`src/rtl/id_issue_ctrl.sv`:
```
// ID-stage pipeline register and issue controller: holds {pc, inst} from IF, stalls on RAW hazards, drops on flush.
// Optional feature macro: ID_STALL_CNT_EN builds a 32-bit total-stall-cycle counter on stall_cnt.
//
// state | meaning
// EMPTY | no live instruction in ID
// VALID | live instruction, free to issue when EX allows
// STALL | live instruction held by a RAW hazard
module id_issue_ctrl #(
    parameter int PC_W        = 32,
    parameter int INST_W      = 32,
    parameter int STALL_LIMIT = 255
) (
    input  logic                   clk,
    input  logic                   reset,
    input  logic                   fs_to_ds_valid,
    input  logic [PC_W+INST_W-1:0] fs_to_ds_bus,
    output logic                   ds_allowin,
    input  logic                   hazard_occur,
    input  logic                   es_allowin,
    input  logic                   flush,
    output logic [PC_W-1:0]        ds_pc,
    output logic [INST_W-1:0]      ds_inst,
    output logic                   ds_valid,
    output logic                   ds_to_es_valid,
    output logic                   stall_timeout,
    output logic [31:0]            stall_cnt
);

    typedef enum logic [1:0] {
        EMPTY = 2'd0,
        VALID = 2'd1,
        STALL = 2'd2
    } state_t;

    localparam logic [15:0] LIMIT = 16'(STALL_LIMIT);

    state_t                   state_q;
    state_t                   state_d;
    logic [PC_W+INST_W-1:0]   payload_q;
    logic [15:0]              age_q;
    logic [15:0]              age_d;
    logic                     timeout_q;
    logic                     ready_go;
    logic                     capture;
    logic                     issue;
    logic                     stalling;

    assign ds_valid       = (state_q != EMPTY);
    assign ready_go       = ~hazard_occur;
    assign ds_allowin     = ~ds_valid | (ready_go & es_allowin);
    assign ds_to_es_valid = ds_valid & ready_go & ~flush;
    assign capture        = fs_to_ds_valid & ds_allowin & ~flush;
    assign issue          = ds_to_es_valid & es_allowin;
    assign stalling       = ds_valid & hazard_occur;

    assign {ds_pc, ds_inst} = payload_q;
    assign stall_timeout    = timeout_q;

    always_ff @(posedge clk) begin
        if (reset) begin
            state_q <= EMPTY;
        end else begin
            state_q <= state_d;
        end
    end

    // STALL with the hazard gone behaves exactly like VALID in the same cycle.
    always_comb begin
        state_d = state_q;
        if (flush) begin
            state_d = EMPTY;
        end else begin
            unique case (state_q)
                EMPTY: begin
                    if (capture) state_d = VALID;
                end
                VALID, STALL: begin
                    if (hazard_occur) begin
                        state_d = STALL;
                    end else if (es_allowin) begin
                        state_d = capture ? VALID : EMPTY;
                    end else begin
                        state_d = VALID;
                    end
                end
                default: state_d = EMPTY;
            endcase
        end
    end

    always_ff @(posedge clk) begin
        if (reset) begin
            payload_q <= '0;
        end else if (capture) begin
            payload_q <= fs_to_ds_bus;
        end
    end

    always_comb begin
        age_d = age_q;
        if (flush || issue) begin
            age_d = '0;
        end else if (stalling && (age_q != 16'hFFFF)) begin
            age_d = age_q + 16'd1;
        end
    end

    // Timeout is set on the same edge the age reaches the limit, so both are visible together.
    always_ff @(posedge clk) begin
        if (reset) begin
            age_q     <= '0;
            timeout_q <= 1'b0;
        end else begin
            age_q <= age_d;
            if (age_d >= LIMIT) timeout_q <= 1'b1;
        end
    end

`ifdef ID_STALL_CNT_EN
    logic [31:0] stall_cnt_q;

    always_ff @(posedge clk) begin
        if (reset) begin
            stall_cnt_q <= '0;
        end else if (stalling && !flush) begin
            stall_cnt_q <= stall_cnt_q + 32'd1;
        end
    end

    assign stall_cnt = stall_cnt_q;
`else
    assign stall_cnt = 32'h0;
`endif

endmodule
```
`config.mk`:
```
export PLATFORM = sky130hd
export DESIGN_NAME = id_issue_ctrl
export DESIGN_NICKNAME = d
export VERILOG_FILES = /design/src/rtl/id_issue_ctrl.sv
export SDC_FILE = /design/constraint.sdc
export NUM_CORES = 1
export LEC_CHECK = 0
export ABC_AREA = 1
export BUFFER_PORTS_ARGS = -buffer_cell sky130_fd_sc_hd__buf_4
export CORE_ASPECT_RATIO = 1.2
export CORE_MARGIN = 3
export CORE_UTILIZATION = 30
export DETAILED_ROUTE_END_ITERATION = 8
export GPL_ROUTABILITY_DRIVEN = 0
export PLACE_DENSITY = 0.61
export SYNTH_ARGS = -nofsm -noshare
export SYNTH_HDL_FRONTEND = slang
export SYNTH_SLANG_ARGS = --single-unit
```
`constraint.sdc`:
```
create_clock -name clk -period 1.75 [get_ports clk]
set_input_delay 0.2625 -clock clk [delete_from_list [all_inputs] [get_ports clk]]
set_output_delay 0.2625 -clock clk [all_outputs]
set_load 0.005 [all_outputs]
```
== Word-level counts from Yosys, hierarchy flattened ==
Index checks and enable logic that the tools add are counted.
W data, S select, Z words.

* Bits in registers: 83
* Bits of input ports: 70
* Output and inout port bits: 100
* Logic and storage cells: 34

* Add/sub/neg operators: 1
* Order comparisons: 1
* Equality and inequality tests: 4
* Mux-type cells: 7
* Bitwise gates (word level): 11
* Reduce and logical (&&, ||, !) cells: 6

{| class="wikitable"
|+ Operator list
! kind !! count
|-
| $mux W16 || 2
|-
| $add A16 B1 Y16 const B || 1
|-
| $ge A16 B8 Y1 const B || 1
|-
| $ne A16 B16 Y1 const B || 1
|-
| $and A1 B1 Y1 || 7
|-
| $mux W2 || 2
|-
| $pmux W2 S2 || 1
|-
| $reduce_or A2 Y1 || 2
|-
| $not A1 Y1 || 3
|-
| $eq A2 B1 Y1 const B || 1
|-
| $eq A2 B2 Y1 const B || 1
|-
| $logic_not A2 Y1 || 1
|-
| $mux W1 || 2
|-
| $ne A2 B2 Y1 const B || 1
|-
| $reduce_bool A2 Y1 || 1
|-
| $logic_and A1 B1 Y1 || 1
|-
| $logic_or A1 B1 Y1 || 1
|-
| $or A1 B1 Y1 || 1
|}

== Depth between registers and ports, before layout ==
* Word-level depth: 9
* Depth in mapped cells: 16
* Gate-level depth less buffers: 15

== Least setup slack after synthesis ==
Ideal clock, no wire load.

* Kind: register to register
* From: register state_q[0]
* To: register timeout_q (netlist: stall_timeout)
* Setup time: 0.126 ns
* Arrival: 1.658 ns
* Required time: 1.624 ns
* Setup slack: -0.034 ns
* Cell stages (with the launch flop): 12
* Path buffers: 1
* Period minus slack after synthesis: 1.784 ns
* Cells stage by stage: dfxtp_1 inv_1 ha_1 nor3_1 a21oi_2 buf_2 nand3_1 nand3_1 nor2_1 nand2_1 nor2_1 nor2_1

* Cells in the longest elaborated chain, start to end: 7
* Elaborated cells between the ends (all ways): 10
* Classes of those cells: 1 x order compare; 2 x mux; 4 x bitwise; 3 x reduce/logical

{| class="wikitable"
|+ Ends and longest elaborated chain
! item !! RTL line !! RTL
|-
| start: declaration || 37 || <nowiki>state_t state_q;</nowiki>
|-
| start signal: assignment || 63 || <nowiki>state_q <= state_d;</nowiki>
|-
| $reduce_bool A2 Y1 || 48 || <nowiki>assign ds_valid = (state_q != EMPTY);</nowiki>
|-
| $and A1 B1 Y1 (2 in a row) || 51 || <nowiki>assign ds_to_es_valid = ds_valid & ready_go & ~flush;</nowiki>
|-
| via ds_to_es_valid || 24 || <nowiki>output logic ds_to_es_valid,</nowiki>
|-
| $and A1 B1 Y1 || 53 || <nowiki>assign issue = ds_to_es_valid & es_allowin;</nowiki>
|-
| $logic_or A1 B1 Y1 || 101 || <nowiki>if (flush || issue) begin</nowiki>
|-
| $mux W16 || 101 ||
|-
| $ge A16 B8 Y1 || 115 || <nowiki>if (age_d >= LIMIT) timeout_q <= 1'b1;</nowiki>
|-
| end signal: assignment || 112 || <nowiki>timeout_q <= 1'b0;</nowiki>
|-
| end signal: assignment || 115 ||
|-
| end: declaration || 42 || <nowiki>logic timeout_q;</nowiki>
|}

The timed path passes the listed nets, and every way through them passes these cells.
A chain may end at the register's enable or synchronous reset.

== Worst setup path after layout ==
* From: register age_q[1]
* To: register timeout_q (netlist: stall_timeout)

* Cells in the longest elaborated chain, start to end: 5
* Elaborated cells between the ends (all ways): 6
* Classes of those cells: 1 x add/sub; 1 x order compare; 1 x eq/ne; 2 x mux; 1 x reduce/logical

{| class="wikitable"
|+ Ends and longest elaborated chain
! item !! RTL line !! RTL
|-
| start: declaration || 40 || <nowiki>logic [15:0] age_q;</nowiki>
|-
| start signal: assignment || 114 || <nowiki>age_q <= age_d;</nowiki>
|-
| parallel branches: the longest is 2 deep, another holds $add A16 B1 Y16 || -- ||
|-
| $mux W16 * || 103 || <nowiki>end else if (stalling && (age_q != 16'hFFFF)) begin</nowiki>
|-
| $mux W16 * || 101 ||
|-
| $ge A16 B8 Y1 * || 115 ||
|}

Every way passes the cells marked *.

==> flow_summary.yaml <==
yosys:
  yosys_warnings: 0
  ys_ff_latch: 83
  netlist_instances: 538
  synth_cell_types: 24
  ys_seq_area_frac: 0.441
  synth_area_um2: 3760
  syn_area_per_cell_um2: 7.00
critical_path:
  path_buf_inv: 1
  worstPathCellList: "ha_4 -> nand2_4 -> nor2_4 -> nand2_4 -> nor2_4 -> nor2_2 -> buf_12 -> nand2_2 -> nand3_2 -> nor2_1 -> nand2_1 -> nor2_2 -> nor2_1 -> nor2_1"
  cp-start-kind: "flop"
  end_kind: "flop"
  rrSetupSlack_ns: 0.03
  cp_top_family: "simple AND/OR/NAND/NOR gates"
  crit_required_ns: 2.02
  cp_max_fo: 14
  crit_arrival_ns: 1.99
  cp_common_cell: "nor2_1"
  max_stage_delay_ns: 0.35
  cpMaxStageDelayCell: "dfxtp_2"
  path_class: "reg -> reg"
detailed_routing:
  drtAntennaViolNets: 0
  vias: 3842
  routedWlPerCell_um: 11.8
  drcViolationCount: 0
  drtIter0Drc: 109
  dr.pass1.iters: 4
  viasPerCell: 4.39
  route.final.wire_length_um: 10300
clock_tree:
  clk_pin_slew_ns: 0.06
  clk_latency_ns: 0.33
  cts_tree: "done"
  clockBufferDepth: 2
  clock-root-buffer: "clkbuf_16"
  clock-sinks: 83
  cts_buffers: 9
  h-tree-depth: 3
power:
  switching_share: 0.238
  p_int_w: 0.00336
  combPwrFrac: 0.146
  power_w: 0.00441
  vdd.ir_drop.worst_uv: 576
  power.leakage_nw: 2.60
  power_frac_clock: 0.387
  power.switching_w: 0.00105
  power_density_nw_per_um2: 780
  seqPwrFrac: 0.466
sta:
  fin_crit_ns: 1.72
  finalSetupViolations: 0
  max_freq_ghz: 0.580
  fin_ws_ns: 0.0255
  min_period_over_period: 0.985
  skew_ns: 0.00462
  finalHoldViolCount: 0
  finalMaxSlewViolations: 0
  rsz0062_at_grt: "true"
global_routing:
  gr-total-overflow: 0
  grt_pass1_vias: 3700
  grt_antenna_before_repair: 0
  grt.total_usage: 0.144
  grt_max_degree: 66
  grt_pass1_wl_um: 16300
floorplan:
  coreArea_um2: 12200
  start_util: 0.309
  die_h_um: 129
  fp-row-count: 44
  io_pins: 170
  die_w_um: 108
  dieArea_um2: 13900
final_layout:
  post-route-util: 0.465
  nets: 785
  syn_to_final_growth_pct: 50.1
  nFillCells: 1202
  antenna_cells: 0
  drive_above_1_share: 0.362
place:
  hpwl_um: 7620
  port_buffers: 137
  pre_cts_ws_ns: -0.0884
status:
  status: "finished clean"
hold_path:
  hold_path_class: "in -> reg"
flow_run:
  max-cap-violations: 0
sequential cells by signal, indices dropped and copies added, names as in the netlist:
name / flops
state_q: 2
age_q: 16
payload_q: 64
stall_timeout: 1
cells in the final DEF, fill, tap and decap left out, drive strengths merged:
cell      netlist  final
nor3            5      5
o21ai          68     68
nand2          76     76
buf            41    190
dfxtp          83     83
clkinv          0      1
nor2          174    174
conb            1     32
ha              3      3
nand4           7      7
xor2            3      3
clkinvlp        0      1
inv            29     29
nand3          26     26
xnor2           2      2
clkbuf         17     12
a21oi           3      3
cells by family after synthesis:
family	count (synthesis)	share of synthesized area
other	1	0.000996
AOI/OAI and AO/OA	71	0.0954
DFF	83	0.441
buffers and inverters	87	0.123
and+or+nand+nor	288	0.317
adders and majority gates	3	0.00997
xor gates and xnor gates	5	0.0116
routing by layer:
layer	up-vias	routed length [um]	global-route usage
li1	1972	-	-
met1	1731	3890	0.151
met5	-	0	0
met2	123	5310	0.254
met3	16	903	0.0657
met4	0	200	0.0498
area by class of cell:
| cell class | instances | area, um2 | area share |
|---|---|---|---|
| multi-input cells | 399 | 1910 | 0.338 |
| flip-flops and latches | 83 | 1680 | 0.297 |
| repair buffers | 190 | 1480 | 0.263 |
| clock buffers | 12 | 256 | 0.0454 |
| well taps | 161 | 201 | 0.0356 |
| inverters | 29 | 109 | 0.0193 |
| clock inverters | 2 | 12.5 | 0.00221 |
cell usage after synthesis:
library cell  instances  share of area
nor2_1              168           0.17
dfxtp_1              83           0.44
nand2_1              71          0.071
o21ai_0              68          0.090
buf_4                32          0.064
inv_1                29          0.029
nand3_1              24          0.032
clkbuf_1             17          0.017
nand4_1               7          0.012
buf_1                 5         0.0050
nor3_1                5         0.0066
nand2_2               4         0.0066
ha_1                  3          0.010
nor2_2                3         0.0050
nor2_4                3         0.0090
xor2_1                3         0.0070
a21oi_1               2         0.0027
buf_2                 2         0.0027
buf_6                 2         0.0060
nand3_2               2         0.0053
xnor2_1               2         0.0047
a21oi_2               1         0.0023
conb_1                1         0.0010
nand2_4               1         0.0030
power groups by stage:
stage                     logic (W)  clock network [W]  registers, W
final                      0.000645            0.00171       0.00206
after global routing       0.000724            0.00182       0.00207
after CTS                  0.000644            0.00175       0.00206
after detailed placement   0.000637                  0       0.00210
after global placement     0.000628                  0       0.00209
after floorplan            0.000309                  0       0.00210
what timing repair did:
item,4_1_cts,5_1_grt
buffers inserted,2,3
gates cloned,0,0
hold buffers,0,0
pin swaps,12,20
setup endpoints to repair,1,42
gates resized for setup,15,38
stage by stage:
step	setup TNS (ns)	hold WS (ns)	std cells	instance area, um2
after floorplan	0	0.420	569	3890
after global placement	-0.0572	0.465	857	5180
after detailed placement	-0.0884	0.473	857	5180
after CTS	0	0.178	873	5510
after global routing	-0.106	0.189	876	5650
final	0	0.184	876	5650
final timing paths:
path | start | cells past startpoint | to
worst max register to register | age_q[1] | 14 | stall_timeout
worst min-delay path | fs_to_ds_bus[33] | 3 | payload_q[33]
worst min register to register | payload_q[14] | 2 | payload_q[14]
worst max-delay path | age_q[1] | 14 | stall_timeout
tightest hold or removal path, cell delays in order:
cell	delay (ns)
buf_4	0.07
o21ai_0	0.07
nor2_1	0.07
Power figures use the tool's default switching activity.
